## src/rtl/drac_pkg.sv

```systemverilog
// Shared types for the dcache request tracker: entry lifecycle states,
// the per-entry request record and the memory command encodings.
package drac_pkg;

   typedef logic [63:0] bus_simd_t;

   typedef enum logic [1:0] {
      ST_FREE    = 2'd0,
      ST_PENDING = 2'd1,
      ST_ISSUED  = 2'd2,
      ST_KILLED  = 2'd3
   } entry_state_e;

   typedef struct packed {
      logic [4:0]  cmd;
      logic [3:0]  size;
      logic [39:0] addr;
      bus_simd_t   data;
      logic [4:0]  rd;
   } entry_t;

   localparam logic [4:0] M_XRD     = 5'b00000;
   localparam logic [4:0] M_XWR     = 5'b00001;
   localparam logic [4:0] M_PFR     = 5'b00010;
   localparam logic [4:0] M_PFW     = 5'b00011;
   localparam logic [4:0] M_XA_SWAP = 5'b00100;

endpackage

```

## src/rtl/dcache_req_age_matrix.sv

```systemverilog
// Allocation-order matrix: older_q[i][j] means entry i was allocated before j.
// Picks the oldest entry among those flagged pending.
module dcache_req_age_matrix #(
   parameter int N     = 4,
   parameter int IDX_W = $clog2(N)
) (
   input  logic             clk_i,
   input  logic             rst_i,
   input  logic             alloc_i,
   input  logic [IDX_W-1:0] alloc_idx_i,
   input  logic [N-1:0]     pend_i,
   output logic             oldest_valid_o,
   output logic [IDX_W-1:0] oldest_idx_o
);

   logic [N-1:0][N-1:0] older_q, older_d;
   logic [N-1:0]        is_oldest;

   // A new entry is younger than every other; its own row is cleared so
   // relations left over from a previous occupant of the slot disappear.
   always_comb begin
      older_d = older_q;
      if (alloc_i) begin
         for (int j = 0; j < N; j++) begin
            older_d[alloc_idx_i][j] = 1'b0;
            older_d[j][alloc_idx_i] = (j != int'(alloc_idx_i));
         end
      end
   end

   always_comb begin
      is_oldest      = pend_i;
      oldest_valid_o = 1'b0;
      oldest_idx_o   = '0;
      for (int i = 0; i < N; i++) begin
         for (int j = 0; j < N; j++) begin
            if (pend_i[j] && older_q[j][i]) is_oldest[i] = 1'b0;
         end
      end
      for (int i = 0; i < N; i++) begin
         if (is_oldest[i] && !oldest_valid_o) begin
            oldest_valid_o = 1'b1;
            oldest_idx_o   = IDX_W'(i);
         end
      end
   end

   always_ff @(posedge clk_i) begin
      if (rst_i) older_q <= '0;
      else       older_q <= older_d;
   end

endmodule

```

## src/rtl/dcache_req_tracker.sv

```systemverilog
// Tracks outstanding CPU memory requests: buffers them, issues the oldest
// pending one to the dcache, handles nack replay, kill and out-of-order responses.
module dcache_req_tracker
   import drac_pkg::*;
#(
   parameter int NUM_ENTRIES = 4,
   parameter int TAG_W       = 8
) (
   input  logic                           clk_i,
   input  logic                           rst_i,
   input  logic                           req_valid_i,
   output logic                           req_ready_o,
   input  logic [4:0]                     req_cmd_i,
   input  logic [3:0]                     req_size_i,
   input  logic [39:0]                    req_addr_i,
   input  bus_simd_t                      req_data_i,
   input  logic [4:0]                     req_rd_i,
   input  logic                           kill_i,
   output logic                           dmem_req_valid_o,
   input  logic                           dmem_req_ready_i,
   output logic [4:0]                     dmem_req_cmd_o,
   output logic [39:0]                    dmem_req_addr_o,
   output logic [3:0]                     dmem_op_type_o,
   output bus_simd_t                      dmem_req_data_o,
   output logic [TAG_W-1:0]               dmem_req_tag_o,
   input  logic                           dmem_resp_valid_i,
   input  logic                           dmem_resp_nack_i,
   input  logic [TAG_W-1:0]               dmem_resp_tag_i,
   input  bus_simd_t                      dmem_resp_data_i,
   output logic                           resp_valid_o,
   output logic [4:0]                     resp_rd_o,
   output bus_simd_t                      resp_data_o,
   output logic [$clog2(NUM_ENTRIES):0]   outstanding_o
);

   localparam int IDX_W = $clog2(NUM_ENTRIES);
   localparam int CNT_W = IDX_W + 1;

   entry_state_e     st_q  [NUM_ENTRIES];
   entry_state_e     st_d  [NUM_ENTRIES];
   entry_t           ent_q [NUM_ENTRIES];
   entry_t           ent_d [NUM_ENTRIES];
   logic             lock_q, lock_d;
   logic [IDX_W-1:0] lock_idx_q, lock_idx_d;
   logic             resp_valid_q, resp_valid_d;
   logic [4:0]       resp_rd_q, resp_rd_d;
   bus_simd_t        resp_data_q, resp_data_d;

   logic                   free_any;
   logic [IDX_W-1:0]       alloc_idx;
   logic [NUM_ENTRIES-1:0] pend_mask;
   logic [CNT_W-1:0]       busy_cnt;
   logic                   oldest_valid;
   logic [IDX_W-1:0]       oldest_idx;
   logic [IDX_W-1:0]       pres_idx;
   logic [IDX_W-1:0]       resp_idx;
   logic                   alloc, issue, resp_hit;
   entry_t                 pres_ent;

   // Output decode from registered entry states; descending scan yields lowest free.
   always_comb begin
      free_any  = 1'b0;
      alloc_idx = '0;
      pend_mask = '0;
      busy_cnt  = '0;
      for (int i = NUM_ENTRIES - 1; i >= 0; i--) begin
         if (st_q[i] == ST_FREE) begin
            free_any  = 1'b1;
            alloc_idx = IDX_W'(i);
         end else begin
            busy_cnt = busy_cnt + CNT_W'(1);
         end
         pend_mask[i] = (st_q[i] == ST_PENDING);
      end
   end

   // Handshakes are valid/ready: a transfer happens in any cycle where both are high.
   // A stalled dcache request stays locked to its entry so the outputs hold steady.
   assign req_ready_o      = free_any && !kill_i;
   assign alloc            = req_valid_i && req_ready_o;
   assign pres_idx         = lock_q ? lock_idx_q : oldest_idx;
   assign dmem_req_valid_o = lock_q || oldest_valid;
   assign issue            = dmem_req_valid_o && dmem_req_ready_i;
   assign pres_ent         = dmem_req_valid_o ? ent_q[pres_idx] : '0;
   assign dmem_req_cmd_o   = pres_ent.cmd;
   assign dmem_req_addr_o  = pres_ent.addr;
   assign dmem_op_type_o   = pres_ent.size;
   assign dmem_req_data_o  = pres_ent.data;
   assign dmem_req_tag_o   = dmem_req_valid_o ? TAG_W'(pres_idx) : '0;
   assign outstanding_o    = busy_cnt;
   assign resp_hit         = dmem_resp_valid_i && (dmem_resp_tag_i < TAG_W'(NUM_ENTRIES));
   assign resp_idx         = dmem_resp_tag_i[IDX_W-1:0];
   assign resp_valid_o     = resp_valid_q;
   assign resp_rd_o        = resp_rd_q;
   assign resp_data_o      = resp_data_q;

   dcache_req_age_matrix #(.N(NUM_ENTRIES), .IDX_W(IDX_W)) u_age (
      .clk_i          (clk_i),
      .rst_i          (rst_i),
      .alloc_i        (alloc),
      .alloc_idx_i    (alloc_idx),
      .pend_i         (pend_mask),
      .oldest_valid_o (oldest_valid),
      .oldest_idx_o   (oldest_idx)
   );

   // Next state: handshakes land first, then a kill rewrites the result.
   always_comb begin
      st_d  = st_q;
      ent_d = ent_q;
      if (alloc) begin
         st_d[alloc_idx]  = ST_PENDING;
         ent_d[alloc_idx] = '{cmd: req_cmd_i, size: req_size_i, addr: req_addr_i,
                              data: req_data_i, rd: req_rd_i};
      end
      if (issue) st_d[pres_idx] = ST_ISSUED;
      if (resp_hit) begin
         case (st_q[resp_idx])
            ST_ISSUED: st_d[resp_idx] = dmem_resp_nack_i ? ST_PENDING : ST_FREE;
            ST_KILLED: st_d[resp_idx] = ST_FREE;
            default:   ;
         endcase
      end
      if (kill_i) begin
         for (int i = 0; i < NUM_ENTRIES; i++) begin
            if (st_d[i] == ST_PENDING)     st_d[i] = ST_FREE;
            else if (st_d[i] == ST_ISSUED) st_d[i] = ST_KILLED;
         end
      end
      resp_valid_d = resp_hit && !dmem_resp_nack_i && !kill_i &&
                     (st_q[resp_idx] == ST_ISSUED);
      resp_rd_d    = resp_valid_d ? ent_q[resp_idx].rd : resp_rd_q;
      resp_data_d  = resp_valid_d ? dmem_resp_data_i : resp_data_q;
      lock_d       = dmem_req_valid_o && !dmem_req_ready_i && !kill_i;
      lock_idx_d   = pres_idx;
   end

   always_ff @(posedge clk_i) begin
      if (rst_i) begin
         for (int i = 0; i < NUM_ENTRIES; i++) begin
            st_q[i]  <= ST_FREE;
            ent_q[i] <= '0;
         end
         lock_q       <= 1'b0;
         lock_idx_q   <= '0;
         resp_valid_q <= 1'b0;
         resp_rd_q    <= '0;
         resp_data_q  <= '0;
      end else begin
         st_q         <= st_d;
         ent_q        <= ent_d;
         lock_q       <= lock_d;
         lock_idx_q   <= lock_idx_d;
         resp_valid_q <= resp_valid_d;
         resp_rd_q    <= resp_rd_d;
         resp_data_q  <= resp_data_d;
      end
   end

endmodule

```

## config.mk

```make
export PLATFORM = sky130hd
export DESIGN_NAME = dcache_req_tracker
export DESIGN_NICKNAME = d
export VERILOG_FILES = /design/src/rtl/drac_pkg.sv /design/src/rtl/dcache_req_age_matrix.sv /design/src/rtl/dcache_req_tracker.sv
export SDC_FILE = /design/constraint.sdc
export NUM_CORES = 1
export LEC_CHECK = 0
export ABC_AREA = 1
export BUFFER_PORTS_ARGS = -buffer_cell sky130_fd_sc_hd__buf_2
export CELL_PAD_IN_SITES_DETAIL_PLACEMENT = 1
export CELL_PAD_IN_SITES_GLOBAL_PLACEMENT = 1
export CORE_MARGIN = 4
export CORE_UTILIZATION = 44
export DETAILED_ROUTE_END_ITERATION = 6
export GPL_TIMING_DRIVEN = 0
export PLACE_DENSITY_LB_ADDON = 0.1
export SETUP_SLACK_MARGIN = 0.3
export SLEW_MARGIN = 20
export SYNTH_ARGS = -nofsm -noshare
export SYNTH_HDL_FRONTEND = slang
export SYNTH_HIERARCHICAL = 1
export SYNTH_SLANG_ARGS = --single-unit
```

## constraint.sdc

```tcl
create_clock -name clk_i -period 5.9 [get_ports clk_i]
set_input_delay 1.18 -clock clk_i [delete_from_list [all_inputs] [get_ports clk_i]]
set_output_delay 1.18 -clock clk_i [all_outputs]
set_load 0.02 [all_outputs]
```

Word level (Yosys, flattened, before mapping) --
Cells that the tools add are included.
Operators by class: $add $sub $neg 3, multiply operators 0, divide/modulo/power cells 0, $lt $le $gt $ge 9, equal/unequal tests 17, shifts and indexed selects 0, multiplexer cells 85, bitwise gates (word level) 19, reduce and logical (&&, ||, !) cells 44
Operator list (count):
- $bmux W118 S2 | 2
- $bwmux W472 | 1
- $mux W118 | 4
- $demux W118 S2 | 1
- $and A16 B16 Y16 | 4
- $not A16 Y16 | 4
- $mux W2 | 22
- $demux W4 S2 | 4
- $logic_and A1 B1 Y1 | 32
- $mux W8 | 4
- $mux W1 | 29
- $bwmux W4 | 4
- $eq A2 B1 Y1 const B | 8
- $pmux W8 S2 | 1
- $demux W2 S2 | 3
- $eq A2 B2 Y1 const B | 6
- $mux W3 | 4
- $mux W5 | 2
- $add A3 B1 Y3 const B | 3
- $ge A3 B3 Y1 const B | 3
- $lt A3 B1 Y1 const B | 3
- $not A2 Y3 | 3
- $and A4 B4 Y4 | 2
- $and A8 B8 Y8 | 1
- 16 further kinds | 27
Storage, ports and cells: register bits 569, bits in latches 0, bits in writable memories 0, bits in read-only memories 0, bits of input ports 197, output and inout port bits 196, word-level logic and storage cells 210, memories 0

Depth between registers and ports, before layout --
Gate-level depths: netlist (run 1).
depth after elaboration 32, gate-level depth with buffers 18, gate-level depth less buffers 18

By module --
The synthesis (run 1) kept the hierarchy.
Modules (own cells, without submodules):
- dcache_req_tracker | instances 1, cells an instance 2755, area each 21804.7 µm², seq. area each 11070.6 µm²
- dcache_req_age_matrix | instances 1, cells an instance 97, area each 670.6 µm², seq. area each 320.3 µm²

Worst setup path after synthesis (run 1) --
Ideal clock, no wire load.
kind reg2out, start reg st_q[2] in the netlist's numbering, end out dmem_op_type_o[0], arrival 2.316 ns, required time 4.720 ns, slack 2.404 ns, cell stages (with the launch flop) 15, buffers on the path 2, path through dfxtp_1 inv_1 nor2_1 nand2_1 nor2_1 nand2_1 nand2_1 a21oi_1 o21ai_0 nand2_1 clkinv_1 buf_2 clkbuf_1 a22oi_1 a21oi_1
On the way: longest elaborated chain between the ends 20, elaborated cells on any way between the ends 35, classes of those cells 1 x eq/ne; 22 x mux; 1 x bitwise; 11 x reduce/logical
RTL lines:
- from (decl) | RTL line dcache_req_tracker.sv:39 | entry_state_e st_q [NUM_ENTRIES];
- from (signal assigned) | RTL line dcache_req_tracker.sv:150 | st_q <= st_d;
- $eq A2 B1 Y1 * | RTL line dcache_req_tracker.sv:73 | pend_mask[i] = (st_q[i] == ST_PENDING);
- via pend_mask[2] | RTL line dcache_req_tracker.sv:51 | logic [NUM_ENTRIES-1:0] pend_mask;
- $logic_and A1 B1 Y1 | RTL line dcache_req_age_matrix.sv:37 | if (pend_i[j] && older_q[j][i]) is_oldest[i] = 1'b0;
- $mux W1 (2 in a row) | RTL line dcache_req_age_matrix.sv:37
- $mux W1 | RTL line dcache_req_age_matrix.sv:41 | if (is_oldest[i] && !oldest_valid_o) begin
- $logic_not A1 Y1 | RTL line dcache_req_age_matrix.sv:41
- $logic_and A1 B1 Y1 | RTL line dcache_req_age_matrix.sv:41
- $mux W1 | RTL line dcache_req_age_matrix.sv:41
- [4 not listed]
- $logic_and A1 B1 Y1 | RTL line dcache_req_age_matrix.sv:41
- $mux W2 * | RTL line dcache_req_age_matrix.sv:41
- via oldest_idx[0] | RTL line dcache_req_tracker.sv:54 | logic [IDX_W-1:0] oldest_idx;
- $mux W2 * | RTL line dcache_req_tracker.sv:81 | assign pres_idx = lock_q ? lock_idx_q : oldest_idx;
- $not A2 Y3 (not written as such) * | RTL line dcache_req_tracker.sv:84 | assign pres_ent = dmem_req_valid_o ? ent_q[pres_idx] : '0;
- $bmux W118 S2 * | RTL line dcache_req_tracker.sv:84
- $mux W118 (not written as such) * (2 in a row) | RTL line dcache_req_tracker.sv:84
- $mux W118 * | RTL line dcache_req_tracker.sv:84
- to (decl) | RTL line dcache_req_tracker.sv:23 | output logic [3:0] dmem_op_type_o,
The timed path passes the listed nets; every way through them passes the cells marked *. The select of a mux whose other input is x is not followed.

Final worst setup path (run 1) --
start reg st_q[4] in the netlist's numbering, end out dmem_op_type_o[1]
On the way: longest elaborated chain between the ends 21, elaborated cells on any way between the ends 38, classes of those cells 1 x eq/ne; 25 x mux; 1 x bitwise; 11 x reduce/logical
RTL lines (RTL line):
- $eq A2 B1 Y1 * | dcache_req_tracker.sv:73
- via pend_mask[1] | dcache_req_tracker.sv:51
- $logic_and A1 B1 Y1 | dcache_req_age_matrix.sv:37
- $mux W1 (3 in a row) | dcache_req_age_matrix.sv:37
- $mux W1 | dcache_req_age_matrix.sv:41
- $logic_not A1 Y1 | dcache_req_age_matrix.sv:41
- $logic_and A1 B1 Y1 | dcache_req_age_matrix.sv:41
- $mux W1 | dcache_req_age_matrix.sv:41
- [4 not listed]
- $logic_and A1 B1 Y1 | dcache_req_age_matrix.sv:41
- $mux W2 * | dcache_req_age_matrix.sv:41
- via oldest_idx[0] | dcache_req_tracker.sv:54
- $mux W2 * | dcache_req_tracker.sv:81
- $not A2 Y3 (not written as such) * | dcache_req_tracker.sv:84
- $bmux W118 S2 * | dcache_req_tracker.sv:84
- $mux W118 (not written as such) * (2 in a row) | dcache_req_tracker.sv:84
- $mux W118 * | dcache_req_tracker.sv:84
Marked as above.

==> impl_metrics.yaml, run 1 <==
clocking:
  clk_pin_slew_worst_paths_ps: 60
  insertion_delay_ps: 640
  clockBufferDepth: 3
  hold_buffers: 0
  cts_tree: "yes"
  cts_root_buffer: "clkbuf_16"
  htree_levels: 2
  cts_sinks: 569
  cts_made_buffers: 60
timing:
  setup_viol: 0
  min_period_over_period_pct: 94.4
  drv_slew: 0
  slew_headroom_pct: 31.2
  fin_crit_ps: 5570
  fmax_mhz: 180
  timing.final.hold_violations: 0
  finClkSkew_ps: 14.7
  tightest_slew_ps: 1030
  tns_ps: 0
  rsz0062_at_grt: "yes"
global_route:
  grt_max_degree: 16
  grt_pass1_vias: 24300
  met2_usage_pct: 52.7
  grt_busiest_layer: "met2"
  grt_pass1_wl_mm: 137
  antenna_found_initial: 3
  gr-usage-met1_pct: 40.4
  globalRouteMet3Util_pct: 5.16
  grt_usage_pct: 31.6
  grt-ovfl-total: 0
place:
  placed_area_sq_um: 25300
  gp_congestion: 0.864
  hpwl_mm: 62.9
  io_buffers: 385
synthesis:
  yosys_register_bits: 569
  synth_xor_area_share_pct: 0.117
  synth.area.top_cells: "dfxtp_1, a21oi_1, o21ai_0, a22oi_1, nand2_1"
  syn_area_sq_um: 22500
  netlist_instances: 2852
  synth-edff-count: 0
  synth_seq_area_share_pct: 50.7
  synth_compound_area_share_pct: 31.9
  synthFlopType: "dfxtp_1"
  synthSimpleGateAreaFrac_pct: 8.41
  yosysWarningCount: 6
  yosysUniqueCellTypes: 35
  synth_top_family_by_area: "compound AO/OA/AOI/OAI gates"
  ys_async_sr_fraction_pct: 0
  synth_top_area_share_pct: 50.7
  yosys.area.top_type: "dfxtp_1"
  syn_avg_cell_area_sq_um: 7.88
  muxShareOfSynthArea_pct: 0
  yosys.area_share.adder_pct: 0.223
detailed_routing:
  viasPerCell: 5.80
  dr.pass1.iters: 5
  routed-via-count: 23300
  wl_per_cell_um: 22.4
  drc: 0
  wl_mm: 90.1
  dr.first_iter.drc_count: 1636
  detail-route-antenna-nets: 0
layout:
  drive_above_1_share_pct: 17.3
  design_area_sq_um: 27400
  areaGrowthSynthToFinish_pct: 21.7
  fin_nets: 3505
outcome:
  outcome: "finished, final reports clean"
die:
  io_pins: 393
  die_h_um: 234
  core_area_sq_um: 50400
  die_x_um: 234
  die-area_sq_um: 54800
  row_count: 82
  start_util_pct: 44.6
worst_setup_path:
  crit_arrival_ps: 4390
  crit_fanout: 10
  worstPathCellList: "inv_1 > nor2_1 > nand2_1 > nor2_1 > nand3_1 > a21oi_1 > o21ai_0 > nor2_2 > clkbuf_2 > buf_2 > a22oi_1 > a21oi_1 > buf_2"
  crit_path_end_kind: "primary output"
  cp_slowest_cell: "nor2_2"
  crit_type: "flop to primary output"
  cp-start-kind: "flop"
  ff2ff_setup_slack_ps: 2770
  slowest_delay_ps: 560
  critPathRequiredTime_ps: 4720
power:
  cellLeakagePower_nw: 11.9
  p_per_area_nw_per_um2: 352
  ir_worst_vdd_mv: 0.220
min_path:
  min_path_type: "flop to flop"
flow_run:
  cap_violations: 0
-- worst max-delay path, delay by kind of cell, from the launching register on --
kind,cells,cell delay [ps]
simple gates,5,1240
flops,1,330
compound gates,4,980
buf+inv,4,1190
-- layout make-up --
class / count / area, sq um
timing repair buffer: 385 / 1930
fill: 6381 / 23000
buffer: 248 / 1090
clock buffer: 87 / 1800
antenna: 2 / 5.00
sequential: 569 / 11400
clock inverter: 25 / 264
inverter: 232 / 872
multi-input combinational: 1808 / 9170
tap: 672 / 841
-- cells in the mapped netlist (4+ instances only) --
cell type	number
dfxtp_1	569
nand3_1	19
o21ai_0	482
buf_1	18
inv_1	223
nor2_1	202
nand2_1	238
a21oi_1	599
a22oi_1	226
nand4_1	7
buf_6	8
buf_4	7
buf_2	47
ha_1	4
nand2_2	4
clkbuf_1	168
inv_2	5
-- logic make-up (layout without fill, tap and decap cells) --
family | after synthesis | in the layout
xor gates and xnor gates | 3 | 3
AOI/OAI and AO/OA | 1315 | 1315
DFF | 569 | 569
adders and majority gates | 4 | 4
buffers and inverters | 480 | 977
other | 1 | 8
and+or+nand+nor | 480 | 480
-- registers in the layout (all words and copies together), names as in the netlist, named ones only --
name           cells
u_age/older_q      8
lock_idx_q         2
resp_valid_o       1
ent_q            472
resp_data_o       64
resp_rd_o          5
st_q               8
lock_q             1
-- path summary, 6_finish.rpt --
| check | from | endpoint | cells after the start |
|---|---|---|---|
| setup / recovery | st_q[4] | dmem_op_type_o[1] | 13 |
| hold / removal | u_age/older_q[5] | u_age/older_q[5] | 2 |
| setup reg to reg | st_q[4] | st_q[0] | 14 |
| hold reg to reg | u_age/older_q[5] | u_age/older_q[5] | 2 |
-- layout by cell type (no fill, tap or decap), types with 3 or more instances in the layout --
cell type  Yosys  final
clkbuf_1     168    171
ha_1           4      4
clkinv_1       3      3
clkbuf_8       0     15
a22oi_1      226    226
clkbuf_16      0     62
nor2_4         2      3
buf_1         18     15
nor2_1       202    200
nand3_1       19     19
nand4_1        7      7
clkbuf_2       0      9
a21oi_1      599    599
buf_6          8      8
conb_1         1      6
clkinv_2       1     19
bufinv_16      0      5
buf_2         47    433
nand2_2        4      4
dfxtp_1      569    569
nand2_1      238    238
o21ai_0      482    482
o21ai_2        2      3
inv_1        223    223
nor3_1         3      3
inv_2          5      5
buf_4          7      7
-- per-stage QoR --
stage | cells | hold slack, ps | total power, W | worst slack [ps] | utilization, %
global placement | 3914 | 424 | 0.00565 | 508 | 50.1
floorplan | 2857 | 416 | 0.00506 | 2400 | -
global route | 4027 | 467 | 0.00996 | 84.3 | 54.3
CTS | 4026 | 436 | 0.00963 | 318 | 54.3
detailed placement | 3914 | 428 | 0.00571 | 526 | 50.1
finish | 4028 | 433 | 0.00962 | 329 | 54.3
-- layer usage --
metal,vias up,wire [um],part of all wire [%]
li1,10700,-,-
met1,11500,36900,41
met2,950,42800,47
met3,217,6390,7.1
met4,2,3990,4.4
met5,-,13,0.014
-- power breakdown --
| part | internal (W) | leakage, nW | switching [W] |
|---|---|---|---|
| registers | 0.00404 | 4.62 | 0.000105 |
| logic | 0.000393 | 6.28 | 0.00114 |
| clock network | 0.00232 | 1.03 | 0.00163 |
-- timing repair --
item                       CTS  global route
setup buffers                0             0
gates resized for setup      5            15
setup endpoints to repair   60            42
Power figures use the tool's default switching activity.
==> run 2, diff against run 1 <==
Settings changed: SETUP_SLACK_MARGIN 0.3 to 0.4.
Clock period 5.9 ns to 6.9 ns, I/O delays scaled along.
==> impl_metrics.yaml, run 2 (same netlist as run 1, synthesis figures left out) <==
outcome:
  outcome: "finished, final reports clean"
detailed_routing:
  detail-route-antenna-nets: 0
  routed-via-count: 23500
  viasPerCell: 5.82
  met2WireLength_mm: 42.9
  wl_mm: 90.2
  routed.top_layer: "met5"
  drc: 0
  route.met3.wl_mm: 6.21
  dr.pass1.iters: 5
  wirelength_met1_mm: 37.1
  wl_per_cell_um: 22.4
  dr.first_iter.drc_count: 1598
worst_setup_path:
  rr_worst_depth: 14
  cp-startpoint: "st_q[4]"
  r2r-start: "st_q[4]"
  crit_fanout: 10
  ff2ff_setup_slack_ps: 3250
  crit_path_end_kind: "primary output"
  crit_arrival_ps: 4930
  cp-start-kind: "flop"
  critPathRequiredTime_ps: 5520
  crit_type: "flop to primary output"
min_path:
  hold_path_depth: 2
  min_path_type: "flop to flop"
  holdCritStartpoint: "u_age/older_q[5]"
layout:
  multi_input_area_sq_um: 9160
  areaGrowthSynthToFinish_pct: 21.6
  largest_reg_flops: 472
  regArea_sq_um: 11400
  final_cell_mix: "a21oi_1, dfxtp_1, o21ai_0"
  final_common_cell: "a21oi_1"
  nFillCells: 6377
  drive_above_1_share_pct: 16.9
  final_util_pct: 54.2
  largest-register: "ent_q"
  fin_nets: 3505
clocking:
  cts_resized: 0
  cts_tree: "yes"
  cts_root_buffer: "clkbuf_16"
  htree_levels: 2
  cts_sinks: 569
  insertion_delay_ps: 640
  cts_made_buffers: 60
  clk_pin_slew_worst_paths_ps: 70
  hold_buffers: 0
  clockBufferDepth: 3
  cts_setup_buffers: 0
timing:
  timing.final.hold_violations: 0
  fin_crit_ps: 6310
  worst_hold_slack_ps: 433
  post-route-worst-setup-slack_ps: 593
  tns_ps: 0
  slew_headroom_pct: 26.8
  drv_slew: 0
  fmax_mhz: 159
  min_period_over_period_pct: 91.4
  setup_viol: 0
  rsz0062_at_grt: "no"
  tightest_slew_ps: 1100
  finClkSkew_ps: 18.8
global_route:
  grt_max_degree: 16
  grt_pass1_wl_mm: 137
  antenna_found_initial: 3
  grt_usage_pct: 31.6
  grt_pass1_vias: 24300
  grt-ovfl-total: 0
die:
  core_area_sq_um: 50400
  start_util_pct: 44.6
  die_x_um: 234
  io_pins: 393
  row_count: 82
  die-area_sq_um: 54800
  die_h_um: 234
flow_run:
  cap_violations: 0
power:
  cellLeakagePower_nw: 11.9
  p_per_area_nw_per_um2: 301
  ir_worst_vdd_mv: 0.187
  finalPower_w: 0.00823
place:
  gp_congestion: 0.864
  hpwl_mm: 62.9
  place_ws_ps: 1330
  io_buffers: 385
## run 2: where the power goes
group	total [W]	internal, W	leakage, nW	switching, W
Sequential	0.00354	0.00345	4.62	0.0000896
Combinational	0.00130	0.000332	6.25	0.000972
Clock	0.00338	0.00198	1.03	0.00140
Total	0.00823	0.00577	11.9	0.00246
## run 2: worst paths after layout
kind                                     endpoint
worst max-delay path            dmem_op_type_o[1]
worst min-delay path             u_age/older_q[5]
worst max register to register            st_q[0]
worst min register to register   u_age/older_q[5]
## run 2: area by class of cell
class	instances	area share [%]
Multi-Input combinational cell	1808	33.5
Antenna cell	2	0.0183
Timing Repair Buffer	385	7.05
Inverter	232	3.19
Sequential cell	569	41.7
Buffer	248	3.94
Clock inverter	25	0.966
Tap cell	672	3.08
Clock buffer	87	6.57
## run 2: worst max-delay path, stage by stage (launching register included)
cell and delay (ps):
dfxtp_1 330, inv_1 80, nor2_1 300, nand2_1 110, nor2_1 140, nand3_1 130
a21oi_1 200, o21ai_0 190, nor2_1 730, clkbuf_1 820, buf_2 390, a22oi_1 140
a21oi_1 460, buf_2 260
## run 2: metal layers
| layer | track usage, % | vias to the layer above |
|---|---|---|
| met2 | 52.7 | 951 |
| met5 | 0 | - |
| li1 | - | 10700 |
| met3 | 5.08 | 209 |
| met4 | 14.0 | 2 |
| met1 | 40.4 | 11600 |
## run 2: through the flow
stage,std cells,cell area (sq um)
after floorplan,2857,22500
after global placement,3914,25300
after detailed placement,3914,25300
after CTS,4026,27300
after global routing,4027,27300
final,4028,27300
